$ cat src/rtl/ob_table_cnt_cpa.sv
// Serial carry-propagate resolver: folds one carry-save pair into a binary count,
// CHUNK bits per cycle, and holds the result on a valid/ready output.
module ob_table_cnt_cpa #(
    parameter int W     = 32,
    parameter int CHUNK = 8
) (
    input  logic         clk,
    input  logic         arst_n,
    input  logic         in_vld,
    output logic         in_rdy,
    input  logic [W-1:0] in_s,
    input  logic [W-1:0] in_c,
    output logic         out_vld,
    input  logic         out_rdy,
    output logic [W-1:0] out_sum,
    output logic         out_ovf
);

    localparam int NSLICE = W / CHUNK;
    localparam int CW     = $clog2(NSLICE) + 1;

    generate
        if (CHUNK < 1 || CHUNK > W || (W % CHUNK) != 0) begin : g_bad_cfg
            $error("ob_table_cnt_cpa: CHUNK must divide W and lie in 1..W");
        end
    endgenerate

    typedef enum logic [1:0] {
        ST_IDLE = 2'd0,
        ST_BUSY = 2'd1,
        ST_DONE = 2'd2
    } state_t;

    state_t          r_state;
    state_t          w_state_nxt;
    logic [W-1:0]    r_s;
    logic [W-1:0]    r_c;
    logic [W-1:0]    r_sum;
    logic            r_carry;
    logic            r_ovf;
    logic [CW-1:0]   r_cnt;
    logic            w_accept;
    logic            w_last;
    logic [CHUNK:0]  w_add;

    assign w_accept = in_vld & in_rdy;
    assign w_last   = (r_cnt == CW'(NSLICE - 1));
    assign w_add    = {1'b0, r_s[CHUNK-1:0]} + {1'b0, r_c[CHUNK-1:0]}
                    + {{CHUNK{1'b0}}, r_carry};

    always_ff @(posedge clk or negedge arst_n) begin
        if (!arst_n) r_state <= ST_IDLE;
        else         r_state <= w_state_nxt;
    end

    always_comb begin
        // NOTE: every output of this block gets a default first, so no branch can infer a latch.
        w_state_nxt = r_state;
        in_rdy      = 1'b0;
        out_vld     = 1'b0;
        case (r_state)
            ST_IDLE: begin
                in_rdy = 1'b1;
                if (in_vld) w_state_nxt = ST_BUSY;
            end
            ST_BUSY: begin
                if (w_last) w_state_nxt = ST_DONE;
            end
            ST_DONE: begin
                out_vld = 1'b1;
                // Retiring and accepting share the edge, so readiness follows the consumer.
                in_rdy  = out_rdy;
                if (out_rdy) w_state_nxt = in_vld ? ST_BUSY : ST_IDLE;
            end
            default: w_state_nxt = ST_IDLE;
        endcase
    end

    // NOTE: sequential state uses non-blocking assignments only, so every register sees pre-edge values.
    always_ff @(posedge clk or negedge arst_n) begin
        if (!arst_n) begin
            r_s     <= '0;
            r_c     <= '0;
            r_sum   <= '0;
            r_carry <= 1'b0;
            r_ovf   <= 1'b0;
            r_cnt   <= '0;
        end else if (w_accept) begin
            r_s     <= in_s;
            r_c     <= in_c;
            r_sum   <= '0;
            r_carry <= 1'b0;
            r_ovf   <= 1'b0;
            r_cnt   <= '0;
        end else if (r_state == ST_BUSY) begin
            r_sum[int'(r_cnt)*CHUNK +: CHUNK] <= w_add[CHUNK-1:0];
            r_carry <= w_add[CHUNK];
            r_s     <= r_s >> CHUNK;
            r_c     <= r_c >> CHUNK;
            r_cnt   <= r_cnt + CW'(1);
            if (w_last) r_ovf <= w_add[CHUNK];
        end
    end

    assign out_sum = r_sum;
    assign out_ovf = r_ovf;

endmodule

$ cat config.mk
export PLATFORM = sky130hd
export DESIGN_NAME = ob_table_cnt_cpa
export DESIGN_NICKNAME = d
export VERILOG_FILES = /design/src/rtl/ob_table_cnt_cpa.sv
export SDC_FILE = /design/constraint.sdc
export NUM_CORES = 1
export LEC_CHECK = 0
export ABC_CLOCK_PERIOD_IN_PS = 2200
export BUFFER_PORTS_ARGS = -buffer_cell sky130_fd_sc_hd__buf_2
export CORE_ASPECT_RATIO = 0.8
export CORE_UTILIZATION = 54
export DETAILED_ROUTE_END_ITERATION = 6
export GPL_ROUTABILITY_DRIVEN = 0
export PLACE_DENSITY_LB_ADDON = 0.1
export SYNTH_ARGS = -nofsm -noshare
export SYNTH_HDL_FRONTEND = slang
export SYNTH_SLANG_ARGS = --single-unit
$ cat constraint.sdc
create_clock -name clk -period 2.2 [get_ports clk]
set_input_delay 0.44 -clock clk [delete_from_list [all_inputs] [get_ports clk]]
set_output_delay 0.44 -clock clk [all_outputs]
set_load 0.05 [all_outputs]
== Word-level counts from Yosys, hierarchy flattened ==
Cells that the tools add are included.
Word-level totals
  bits in registers: 103
  input bits: 68
  output and inout bits: 35
  logic and storage cells: 46
Cells by class
  equal/unequal tests: 6
  bitwise logic cells: 1
  shifts and indexed selects: 2
  reductions and logical operators: 5
  multiplexer cells: 21
  add/sub/neg operators: 4
Operator list (number)
  32-bit 2-to-1 mux: 6
  6-bit negation with 33-bit output: 1
  8-bit by 33-bit variable shift with 32-bit output, first input constant: 1
  8-bit by 33-bit indexed part select with 32-bit output: 1
  32-bit bitwise mux: 1
  8-bit by 8-bit adder with 9-bit output: 1
  9-bit by 1-bit adder with 9-bit output: 1
  1-bit 2-to-1 mux: 7
  2-bit 2-to-1 mux: 3
  3-bit 2-to-1 mux: 2
  2-bit inequality test, second input constant: 3
  2-bit case mux with 3 select lines: 1
  2-bit nonzero test: 2
  3-bit by 1-bit adder with 3-bit output, second input constant: 1
  3-bit by 2-bit equality test with 1-bit output, second input constant: 1
  3-bit AND reduction: 1
  2-bit by 1-bit equality test with 1-bit output, second input constant: 1
  2-bit equality test, second input constant: 1
  2-bit logical NOT: 1
  1-bit case mux with 2 select lines: 1
  2-bit AND reduction: 1
  1-bit bitwise AND: 1

== Logic depth before layout (Yosys ltp) ==
  depth after elaboration: 6
  depth in mapped cells: 8
  gate-level depth less buffers: 8

== Worst setup path after synthesis ==
Ideal clock, no wire load.
  kind: register to register
  from: register r_s[0]
  to: register r_sum[6], in the netlist out_sum[6]
  path slack: 0.169 ns
  path buffers: 0
  arrival: 1.907 ns
  cell stages (with the launch flop): 9
  required time: 2.075 ns
  cells stage by stage: dfrtp_1 -> fa_1 -> inv_1 -> fa_1 -> nor2b_1 -> o2111ai_1 -> nand3b_1 -> xor2_1 -> mux2_2
Between the ends
  word-level cells in the longest chain between the ends: 6
Ends and longest elaborated chain
  start: declaration: RTL line 36  | logic [W-1:0] r_s;
  start signal: assignment: RTL line 89  | r_s <= in_s;
  start signal: assignment: RTL line 98  | r_s <= r_s >> CHUNK;
  8-bit by 8-bit adder with 9-bit output: RTL line 48  | assign w_add = {1'b0, r_s[CHUNK-1:0]} + {1'b0, r_c[CHUNK-1:0]}
  9-bit by 1-bit adder with 9-bit output: RTL line 49  | + {{CHUNK{1'b0}}, r_carry};
  8-bit by 33-bit indexed part select with 32-bit output: RTL line 96  | r_sum[int'(r_cnt)*CHUNK +: CHUNK] <= w_add[CHUNK-1:0];
  32-bit bitwise mux: RTL line 96
  32-bit 2-to-1 mux: RTL line 95  | end else if (r_state == ST_BUSY) begin
  32-bit 2-to-1 mux: RTL line 88  | end else if (w_accept) begin
  end signal: indexed assignment: RTL line 96
  end: declaration: RTL line 38  | logic [W-1:0] r_sum;
No other way between the ends. The select of a mux whose other input is x is not followed.
A chain may end at the register's enable or synchronous reset.

== Worst setup path after layout ==
Same ends and word-level chain as after synthesis.

==> flow_metrics.tcl <==
set metrics [dict create \
    status "finished clean" \
    drc_errors 0 \
    hold_viol 0 \
    synth_top_family_by_area "simple AND/OR/NAND/NOR gates" \
    hpwl_um 7600 \
    dr.pass1.iters 5 \
    async_reset_ff_frac 1.00 \
    synth_seq_cells 103 \
    drt_iter0_markers 285 \
    layout_commonest_cell "nand2_1" \
    maxClockFrequency_mhz 476 \
    crit_required_ps 2450 \
    relSlewSlack 0.636 \
    synth_xor_area_frac 0.0112 \
    num_vias 3759 \
    synth_cell_types 43 \
    worst_slew_pin_slew_ps 544 \
    crit_type "register to register" \
    synth_cells 460 \
    synth_mux_area_frac 0.00723 \
    cts_tree "done" \
    port_buffers 102 \
    ys_warn_count 0 \
    routed_via_density 5.58 \
    cts_buffers 9 \
    max_cap_viol_count 0 \
    dp_slack_ps 76.6 \
    antenna_found_initial 1 \
    synth_largest_area_cell "dfrtp_1" \
    drive_above_1_share 0.255 \
    area_delta_synth_final_pct 17.9 \
    skew_ps 14.2 \
    root_buffer "clkbuf_8" \
    htreeDepth 3 \
    grt_pass1_wl_um 18000 \
    core_mm2 0.00816 \
    synth_ff_type "dfrtp_1" \
    setup_viol 0 \
    clk_pin_slew_ps 100 \
    die_height_um 85.2 \
    ios 103 \
    utilization 0.675 \
    crit_arrival_ps 2360 \
    postSynthAreaPerCell_um2 10.2 \
    start_util 0.573 \
    setup_tns_ps 0 \
    ant_nets 0 \
    die_w_um 106 \
    synth-edff-count 0 \
    powerDensity_mw_per_mm2 1610 \
    vdd_ir_drop_max_uv 1230 \
    synth-compound-area-share 0.170 \
    start_kind "register" \
    setup_slack_ps 98.1 \
    synth_fa_ha_area_frac 0.0434 \
    grt.overflow.total 0 \
    synth_area_leaders "dfrtp_1 (55%), nand2_1 (11%), a22oi_1 (7.9%)" \
    finalPower_uw 8870 \
    grt_pass1_vias 3606 \
    post-cts-setup-buffers 0 \
    maxSlewViolCount 0 \
    final_cell_mix "nand2_1 (142), dfrtp_1 (103), buf_2 (101)" \
    syn-num-nets 543 \
    rsz0062_at_grt "false" \
    die_area_mm2 0.00903 \
    clockBufferDepth 2 \
    worst_setup_path_end_kind "register" \
    min-delay-path-class "input port to asynchronous set/reset pin" \
    synth_top_cell_area_share 0.551 \
    grt_max_degree 104 \
    finalNetCount 643 \
    clock_latency_ps 370 \
    reg2regPathDepth 8 \
    critPathMaxFanout 4 \
    finalCritPeriodShare 0.955 \
    wire_per_inst_um 16.6 \
    ys_seq_area_frac 0.551 \
    leakagePower_uw 0.00295 \
    grt_use_total 0.258 \
    rows 29 \
    syn_area_mm2 0.00467 \
    synthSimpleGateAreaFrac 0.173 \
    drt-total-wl_um 11200 \
    cts.sinks 103 \
    period_needed_ps 2100 \
]
[worst paths after layout]
| kind | end | start | slack [ps] |
|---|---|---|---|
| max | out_sum[6] | r_s[0] | 100 |
| min | out_sum[29] | arst_n | 110 |
| max reg2reg | out_sum[6] | r_s[0] | 100 |
| min reg2reg | r_c[15] | r_c[15] | 480 |
| max in group asynchronous | r_s[9] | arst_n | 1660 |
| min in group clk | r_s[29] | in_s[29] | 250 |
[logic make-up after synthesis]
kind of cell,after synthesis
compound gates,106
simple gates,189
xor+xnor,6
mux,3
flops,103
fa+ha+maj,15
buf+inv,38
[final cells by class]
class                   instances  area [µm²]
repair buffers                116         668
inverters                      11        41.3
clock buffers                  11         141
diodes                          1        2.50
flip-flops and latches        103        2580
clock inverters                 5        41.3
fillers                       701        2650
well taps                     108         135
multi-input cells             319        1910
[timing repair]
action | CTS | global route
hold buffers | 0 | 0
setup endpoints to repair | 0 | 6
gates resized for setup | 0 | 2
[cells in the mapped netlist (all sizes together), types with 4 or more instances]
master  instances
nor2            8
dfrtp         103
ha             13
a22oi          49
and2            4
a22o           19
inv            11
a21oi           4
buf            22
clkbuf          5
xor2            4
o21ai          16
nand3          24
nand2         142
[critical path, stage by stage, from the launching register on]
cell,delay [ps]
dfrtp_1,420
fa_2,420
inv_1,80
fa_1,190
nor2b_1,70
o2111ai_1,170
nand3b_1,160
xor2_2,210
mux2_2,280
[power by group]
part | switching [µW] | total (µW) | internal [µW]
Combinational | 3150 | 4690 | 1540
Sequential | 434 | 3060 | 2630
Clock | 670 | 1120 | 454
[state kept, by name (all words and copies together) (netlist names)]
register and count:
r_s 32, out_sum 32, r_cnt 3, r_c 32, out_ovf 1, r_carry 1
r_state 2
[stage by stage]
step / instances / hold slack, ps / area [µm²]
2_1_floorplan: 460 / 144 / 4670
3_3_place_gp: 657 / 458 / 5320
3_5_place_dp: 657 / 465 / 5320
4_1_cts: 673 / 144 / 5500
5_1_grt: 673 / 155 / 5510
6_report: 674 / 109 / 5510
[metal layers]
metal / global-route usage / share of wire / vias to the layer above
met5: 0 / 0 / -
met4: 0.0732 / 0.0073 / 0
met3: 0.0668 / 0.065 / 6
met2: 0.364 / 0.45 / 129
met1: 0.394 / 0.48 / 1818
li1: - / - / 1806
Power figures use the tool's default switching activity.
